### src/rtl/corefifo_wr_ptr_full_gen_if.sv
// Write-side bus of the dual-clock FIFO: producer request, RAM write port,
// Gray pointer exchange with the read domain and write-side status flags.
interface corefifo_wr_ptr_full_gen_if #(
    parameter int unsigned ADDRWIDTH = 3
);
    logic                 we;
    logic                 wr_en_mem;
    logic [ADDRWIDTH-1:0] waddr;
    logic [ADDRWIDTH:0]   wptr_gray;
    logic [ADDRWIDTH:0]   rptr_gray_sync;
    logic                 full;
    logic                 afull;
    logic [ADDRWIDTH:0]   wrcnt;
    logic                 overflow;

    modport master (
        output we,
        output rptr_gray_sync,
        input  wr_en_mem,
        input  waddr,
        input  wptr_gray,
        input  full,
        input  afull,
        input  wrcnt,
        input  overflow
    );

    modport slave (
        input  we,
        input  rptr_gray_sync,
        output wr_en_mem,
        output waddr,
        output wptr_gray,
        output full,
        output afull,
        output wrcnt,
        output overflow
    );
endinterface

### src/rtl/corefifo_wr_ptr_full_gen.sv
// Write-clock-domain pointer and flag generator for the dual-clock FIFO:
// gates writes on full, advances the pointer, publishes it in Gray code.
module corefifo_wr_ptr_full_gen #(
    parameter int unsigned ADDRWIDTH    = 3,
    parameter int unsigned AFULL_THRESH = 6
) (
    input  logic                             clk,
    input  logic                             arstn,
    corefifo_wr_ptr_full_gen_if.slave        bus
);
    localparam int unsigned PW = ADDRWIDTH + 1;
    localparam logic [PW-1:0] THRESH = PW'(AFULL_THRESH);

    logic [PW-1:0] wbin;
    logic [PW-1:0] wbin_next;
    logic [PW-1:0] rbin;
    logic [PW-1:0] fill_next;
    logic [PW-1:0] gray_q;
    logic [PW-1:0] wrcnt_q;
    logic          full_q;
    logic          afull_q;
    logic          overflow_q;
    logic          accept;

    assign accept    = bus.we & ~full_q;
    assign wbin_next = wbin + PW'(accept);
    assign fill_next = wbin_next - rbin;

    // Each binary bit is the XOR of all Gray bits at and above it.
    always_comb begin
        rbin = '0;
        for (int unsigned i = 0; i < PW; i++) begin
            rbin[i] = ^(bus.rptr_gray_sync >> i);
        end
    end

    always_ff @(posedge clk or negedge arstn) begin
        if (!arstn) begin
            wbin       <= '0;
            gray_q     <= '0;
            full_q     <= 1'b0;
            afull_q    <= 1'b0;
            wrcnt_q    <= '0;
            overflow_q <= 1'b0;
        end else begin
            wbin       <= wbin_next;
            gray_q     <= wbin_next ^ (wbin_next >> 1);
            full_q     <= (wbin_next[PW-1] != rbin[PW-1]) &&
                          (wbin_next[PW-2:0] == rbin[PW-2:0]);
            afull_q    <= fill_next >= THRESH;
            wrcnt_q    <= fill_next;
            overflow_q <= bus.we & full_q;
        end
    end

    assign bus.wr_en_mem = accept;
    assign bus.waddr     = wbin[PW-2:0];
    assign bus.wptr_gray = gray_q;
    assign bus.full      = full_q;
    assign bus.afull     = afull_q;
    assign bus.wrcnt     = wrcnt_q;
    assign bus.overflow  = overflow_q;
endmodule
### src/flat_wrapper.sv
// flat-port wrapper written by rule: the top's interface ports become plain ports
module corefifo_wr_ptr_full_gen_flat 
#(
    parameter int unsigned ADDRWIDTH    = 3,
    parameter int unsigned AFULL_THRESH = 6
)
  (clk, arstn, bus_we, bus_rptr_gray_sync, bus_wr_en_mem, bus_waddr, bus_wptr_gray, bus_full, bus_afull, bus_wrcnt, bus_overflow);
  corefifo_wr_ptr_full_gen_if #(.ADDRWIDTH(ADDRWIDTH)) bus_i ();
  input  logic clk;
  input  logic arstn;
  input wire logic [$bits(bus_i.we)-1:0] bus_we;
  input wire logic [$bits(bus_i.rptr_gray_sync)-1:0] bus_rptr_gray_sync;
  output wire logic [$bits(bus_i.wr_en_mem)-1:0] bus_wr_en_mem;
  output wire logic [$bits(bus_i.waddr)-1:0] bus_waddr;
  output wire logic [$bits(bus_i.wptr_gray)-1:0] bus_wptr_gray;
  output wire logic [$bits(bus_i.full)-1:0] bus_full;
  output wire logic [$bits(bus_i.afull)-1:0] bus_afull;
  output wire logic [$bits(bus_i.wrcnt)-1:0] bus_wrcnt;
  output wire logic [$bits(bus_i.overflow)-1:0] bus_overflow;
  assign bus_i.we = bus_we;
  assign bus_i.rptr_gray_sync = bus_rptr_gray_sync;
  assign bus_wr_en_mem = bus_i.wr_en_mem;
  assign bus_waddr = bus_i.waddr;
  assign bus_wptr_gray = bus_i.wptr_gray;
  assign bus_full = bus_i.full;
  assign bus_afull = bus_i.afull;
  assign bus_wrcnt = bus_i.wrcnt;
  assign bus_overflow = bus_i.overflow;
  corefifo_wr_ptr_full_gen #(.ADDRWIDTH(ADDRWIDTH), .AFULL_THRESH(AFULL_THRESH)) u_core (.clk(clk), .arstn(arstn), .bus(bus_i));
endmodule
### config.mk
export PLATFORM = sky130hd
export DESIGN_NAME = corefifo_wr_ptr_full_gen_flat
export DESIGN_NICKNAME = d
export VERILOG_FILES = /design/src/rtl/corefifo_wr_ptr_full_gen_if.sv /design/src/rtl/corefifo_wr_ptr_full_gen.sv /design/src/flat_wrapper.sv
export SDC_FILE = /design/constraint.sdc
export NUM_CORES = 1
export LEC_CHECK = 0
export BUFFER_PORTS_ARGS = -buffer_cell sky130_fd_sc_hd__buf_2
export CORE_MARGIN = 10
export CORE_UTILIZATION = 43
export CTS_CLUSTER_SIZE = 28
export DETAILED_ROUTE_END_ITERATION = 10
export GPL_TIMING_DRIVEN = 0
export HOLD_SLACK_MARGIN = 0.08
export PLACE_DENSITY = 0.68
export SYNTH_ARGS = -nofsm -noshare
export SYNTH_HDL_FRONTEND = slang
export SYNTH_SLANG_ARGS = --single-unit
### constraint.sdc
create_clock -name clk -period 2.8 [get_ports clk]
set_input_delay 0.42 -clock clk [delete_from_list [all_inputs] [get_ports clk]]
set_output_delay 0.42 -clock clk [all_outputs]
set_load 0.02 [all_outputs]
==> results of run 1 <==
[Yosys cell counts (2+ instances only)]
| cell type | count |
|---|---|
| ha_1 | 5 |
| xnor2_2 | 2 |
| nand2_1 | 2 |
| inv_1 | 6 |
| dfrtp_1 | 14 |
| xor2_1 | 5 |
| xnor2_1 | 5 |
| nor2b_1 | 2 |
[power by group]
group	leakage [nW]	internal, W	switching, W
Clock	0.0138	0.0000496	0.0000537
Sequential	0.167	0.000315	0.0000431
Combinational	0.248	0.000301	0.000437
[how the worst max path moves through the flow]
stage / end / cells past startpoint / slack (ns)
2_1_floorplan: u_core.bus.afull / 8 / 0.20
3_3_place_gp: u_core.bus.afull / 9 / 0.24
3_5_place_dp: u_core.bus.afull / 9 / 0.24
4_1_cts: u_core.bus.afull / 8 / 0.39
5_1_grt: u_core.bus.afull / 8 / 0.23
6_report: u_core.bus.afull / 8 / 0.38
[layer usage]
layer  share of wire [%]  up-vias
met5                   0        -
met4                 2.2        0
met3                 7.3        2
met2                  51       12
met1                  39      214
li1                    -      217
[final cells by class]
cell class              instances  area, sq um
inverters                       6         22.5
flip-flops and latches         14          350
fillers                       140          661
multi-input cells              31          280
repair buffers                 22          115
clock buffers                   3         22.5
well taps                      16         20.0
[kinds of logic (layout without fill, tap and decap cells)]
family	count (synthesis)	after routing	share of synthesized area, %
adders and majority gates	6	6	12.6
AOI/OAI and AO/OA	3	3	3.07
DFF	14	14	53.6
xor gates and xnor gates	12	12	18.4
buffers and inverters	6	31	3.45
and+or+nand+nor	10	10	8.81
[registers in the layout (all words and copies together) (netlist names)]
name and count:
u_core.bus.overflow 1, u_core.bus.afull 1, u_core.wbin 3, u_core.bus.wptr_gray 4, u_core.bus.wrcnt 4, u_core.bus.full 1
[stage by stage]
stage                     hold WS (ns)  power [W]  instances
after floorplan                  0.124   0.000913         51
after global placement           0.325    0.00110         88
after detailed placement         0.326    0.00111         88
after CTS                        0.381    0.00122         92
after global routing             0.386    0.00131         92
final                            0.391    0.00120         92
==> metrics.yaml, run 1 <==
outcome: "finished clean"
io_pins: 22
cts_buffers: 3
max_freq_mhz: 413
finalCritPeriodShare_pct: 86.4
critPathSlowestCell: "dfrtp_1"
max-cap-violations: 0
drt-wirelength-per-cell_microns: 12.5
dpl.hpwl_microns: 949
grt_pass1_wl_mm: 1.86
yosysWarnings: 0
reg2reg_depth: 8
post_cts_resized: 0
whs_endpoint: "u_core.bus.overflow"
max_stage_delay_ns: 0.39
avgViaCountPerCell: 4.84
syn_area_per_cell_sq_um: 12.8
cts_tree: "built"
critPathBufInv: 0
min_path_cells: 2
critPathMaxFanout: 5
antenna_found_initial: 0
initial_core_util_pct: 44.4
htreeDepth: 1
drt-total-wl_mm: 1.15
syn-instance-count: 51
die_area_sq_mm: 0.00348
final_nets: 91
fp-row-count: 14
ys.flop_type: "dfrtp_1"
critPathKind: "register to register"
worstHoldStart: "bus_we"
critPathArrivalTime_ns: 2.57
clk_latency_ns: 0.26
overflow: 0
ys_seq_area_share_pct: 53.6
first_pass_iters: 2
ant_nets: 0
setup.worst_path.start: "u_core.bus.full"
port-buffer-count: 21
final_area_sq_um: 811
clkTransAtPathRegs_ns: 0.07
synth_seq_cells: 14
n_antenna_cell: 0
grt_pass1_vias: 443
drc: 0
power_density_mw_per_mm2: 1480
gp_congestion: 0.743
met1_usage_pct: 7.07
final_util_pct: 55.1
synth_edf_count: 0
die_x_microns: 59.0
clk_path_buf_depth: 2
grt_busiest_layer: "met2"
grt_use_met2_pct: 11.3
post_cts_buffers: 0
layout_common_cells: "buf_2, dfrtp_1, inv_1"
placed_cell_area_sq_um: 778
yosysUniqueCellTypes: 18
worstSetupEndpointType: "register"
syn-cell-area_sq_um: 653
post-route-worst-setup-slack_ns: 0.380
syn_to_final_growth_pct: 24.1
synth.area.top_cells: "dfrtp_1, ha_1, xnor2_1, xor2_1, xnor2_2"
cpLargestDelayFamily: "simple AND/OR/NAND/NOR gates"
grt_max_degree: 15
clock-sinks: 14
ctsHoldBuffers: 1
slew_headroom_pct: 74.8
met3_usage_pct: 3.22
regToRegStartpoint: "u_core.bus.full"
drive_above_1_share_pct: 35.5
coreArea_sq_mm: 0.00147
drv_slew: 0
critPathMostFrequentCell: "ha_1"
die_y_microns: 59.0
yosysTopAreaCellShare_pct: 53.6
synth_top_area_cell: "dfrtp_1"
fin_skew_ns: 0.00287
rrSetupSlack_ns: 0.38
min_path_type: "primary input to register"
grt_usage_pct: 6.89
crit_path_start_kind: "register"
rsz0062_at_grt: "no"
final_common_cell: "buf_2"
r2r_end: "u_core.bus.afull"
worst_pin_slew_ns: 0.377
worstPathCellList: "nor2b_1 -> ha_1 -> ha_1 -> xor2_1 -> ha_1 -> o21ai_0 -> and3_1 -> or3_1"
dr.first_iter.drc_count: 5
irDropWorstVdd_uv: 584
fin_setup_tns_ns: 0
place_ws_ns: 0.240
setup_viol: 0
worst_ep_required_time_ns: 2.94
via_count: 445
finalCriticalPeriod_ns: 2.42
p_leak_nw: 0.429
cts_root_buffer: "clkbuf_4"
async_reset_ff_share_pct: 100
syn_nets: 64
hold_viol: 0
Power figures use the tool's default switching activity.
==> run 2: changes to the inputs <==
--- a/config.mk
+++ b/config.mk
@@ -7,12 +7,12 @@
 export LEC_CHECK = 0
 export BUFFER_PORTS_ARGS = -buffer_cell sky130_fd_sc_hd__buf_2
 export CORE_MARGIN = 10
-export CORE_UTILIZATION = 43
+export CORE_UTILIZATION = 47
 export CTS_CLUSTER_SIZE = 28
 export DETAILED_ROUTE_END_ITERATION = 10
 export GPL_TIMING_DRIVEN = 0
 export HOLD_SLACK_MARGIN = 0.08
-export PLACE_DENSITY = 0.68
+export PLACE_DENSITY = 0.73
 export SYNTH_ARGS = -nofsm -noshare
 export SYNTH_HDL_FRONTEND = slang
 export SYNTH_SLANG_ARGS = --single-unit
==> run 2 against run 1 <==
Net effect: die area shrank 5.7%; critical path type unchanged; fmax fell by 3.1%; critical path depth unchanged; flip-flop and latch count unchanged; sequential power about the same; critical endpoint unchanged; count of clock-buffer cells in the layout increased by 1; clock power increased by 41%; setup slack worse by 0.078 ns; via count is 2.0% lower; worst hold slack worse by 0.027 ns; clock skew hardly changed.
==> metrics.yaml, run 2 (same netlist as run 1, synthesis figures left out) <==
clock-sinks: 14  # unchanged
via_count: 436  # -2.0%
worst_pin_slew_ns: 0.395  # +0.0179 ns
die_y_microns: 57.3  # -2.9%
grt_busiest_layer: "met2"
critPathSlowestCell: "dfrtp_1"
final_common_cell: "buf_2"
max_freq_mhz: 400  # -3.1%
setup_viol: 0  # unchanged
first_pass_iters: 3  # +1
clk_path_buf_depth: 2  # unchanged
finalPower_w: 0.00125  # +4.4%
finalCriticalPeriod_ns: 2.50  # +0.0783 ns
drc: 0  # unchanged
grt_usage_pct: 8.87  # +2.0 points
dpl.hpwl_mm: 1.06  # +11%
p_leak_nw: 0.436  # +1.7%
min_path_cells: 2  # unchanged
switchingPower_w: 0.000556  # +4.1%
drv_slew: 0  # unchanged
critPathKind: "register to register"
ant_nets: 0  # unchanged
htreeDepth: 1  # unchanged
coreArea_sq_mm: 0.00130  # -12%
min_path_type: "primary input to register"
swShare_pct: 44.4  # -0.11 points
io_pins: 22  # unchanged
power_density_mw_per_mm2: 1520  # +2.8%
fp-row-count: 13  # -1
antenna_found_initial: 0  # unchanged
gp_congestion: 0.728  # -1.9%
worstSetupEndpointType: "register"
critPathMaxFanout: 5  # unchanged
fin_skew_ns: 0.00263  # -0.000246 ns
rsz0062_at_grt: "no"
cts_root_buffer: "clkbuf_4"
grt_pass1_vias: 490  # +11%
initial_core_util_pct: 50.2  # +5.8 points
fillCellCount: 103  # -26%
syn_to_final_growth_pct: 26.1
worst_ep_required_time_ns: 2.96  # +0.02 ns
final_nets: 91  # unchanged
clkPwrFrac_pct: 11.6  # +3.0 points
combPwrFrac_pct: 59.6  # -1.9 points
grt_max_degree: 15  # unchanged
internal_power_w: 0.000696  # +4.6%
grt_pass1_wl_mm: 2.26  # +21%
max_stage_delay_ns: 0.40  # about the same
avgViaCountPerCell: 4.74  # -2.0%
worstPathCellList: "nor2b_1 -> ha_1 -> ha_1 -> xor2_1 -> ha_1 -> o21ai_0 -> and3_1 -> or3_1"
reg2reg_depth: 8  # unchanged
layout_common_cells: "buf_2, dfrtp_1, inv_1"
clk_latency_ns: 0.28  # +0.02 ns
outcome: "finished clean"
cts_tree: "built"
overflow: 0  # unchanged
cts_buffers: 3  # unchanged
finalCritPeriodShare_pct: 89.2  # +2.8 points
met1_usage_pct: 7.90  # +0.83 points
regToRegStartpoint: "u_core.bus.full"
setup.worst_path.start: "u_core.bus.full"
crit_path_start_kind: "register"
die_x_microns: 57.3  # -2.9%
irDropWorstVdd_uv: 782  # +34%
slew_headroom_pct: 73.6  # -1.2 points
post_cts_buffers: 0  # unchanged
clkTransAtPathRegs_ns: 0.08  # about the same
grt_use_met2_pct: 15.7  # +4.4 points
worstHoldStart: "bus_we"
critPathArrivalTime_ns: 2.66  # +0.09 ns
rrSetupSlack_ns: 0.30  # -0.08 ns
critPathMostFrequentCell: "ha_1"
met3_usage_pct: 2.65  # -0.56 points
dr.first_iter.drc_count: 3  # -2
port-buffer-count: 21  # unchanged
fin_setup_tns_ns: 0  # unchanged
drt-total-wl_mm: 1.30  # +13%
hold_viol: 0  # unchanged
die_area_sq_mm: 0.00328  # -5.7%
drt-wirelength-per-cell_microns: 14.1  # +13%
n_antenna_cell: 0  # unchanged
max-cap-violations: 0  # unchanged
p_seq_share_pct: 28.8  # -1.0 points
drive_above_1_share_pct: 36.4  # +0.84 points
==> run 2: cell types whose count changed in the layout (fill, tap and decap cells not counted), sizes merged <==
cell / before / now
clkbuf: 3 / 4
==> run 2: power groups by stage <==
stage / logic [W] / clock network [W] / registers [W]
after floorplan: 0.000418 / 0 / 0.000495
after global placement: 0.000732 / 0 / 0.000361
after detailed placement: 0.000755 / 0 / 0.000367
after CTS: 0.000762 / 0.000146 / 0.000362
after global routing: 0.000831 / 0.000157 / 0.000374
final: 0.000746 / 0.000145 / 0.000361
==> run 2: cell type report <==
| type | count | area, sq um | share of cell area [%] |
|---|---|---|---|
| Sequential cell | 14 | 350 | 42.6 |
| Tap cell | 15 | 18.8 | 2.28 |
| Clock buffer | 4 | 36.3 | 4.41 |
| Inverter | 6 | 22.5 | 2.74 |
| Timing Repair Buffer | 22 | 115 | 14.0 |
| Multi-Input combinational cell | 31 | 280 | 34.0 |
==> run 2: what timing repair did <==
action	CTS	global route
hold buffers	1	0
endpoints found under the hold margin	14	0
gates resized for setup	0	0
==> run 2: worst paths after layout <==
kind,end
max,u_core.bus.afull
min,u_core.bus.overflow
max reg2reg,u_core.bus.afull
min reg2reg,u_core.bus.overflow
max in group asynchronous,u_core.bus.wrcnt[3]
min in group asynchronous,u_core.bus.wrcnt[0]
==> run 2: critical path: cells and delay by family, from the launching register on <==
| kind | cells | cell delay (ns) |
|---|---|---|
| AOI/OAI and AO/OA | 1 | 0.18 |
| xor gates and xnor gates | 1 | 0.35 |
| adders and majority gates | 3 | 0.69 |
| DFF | 1 | 0.40 |
| and+or+nand+nor | 3 | 0.75 |
==> run 2: through the flow <==
step	hold slack [ns]	utilization, %	worst slack (ns)	cell area (sq um)	cells
6_report	0.365	63.3	0.301	823	92
3_3_place_gp	0.324	59.7	0.242	777	87
5_1_grt	0.365	63.3	0.133	823	92
3_5_place_dp	0.331	59.7	0.159	777	87
2_1_floorplan	0.124	-	0.203	653	51
4_1_cts	0.367	63.3	0.285	823	92
==> run 2: per-layer routing <==
layer / share of wire (%) / vias to the layer above
li1: - / 214
met1: 36 / 205
met2: 53 / 12
met3: 6.9 / 5
met4: 3.9 / 0
met5: 0 / -
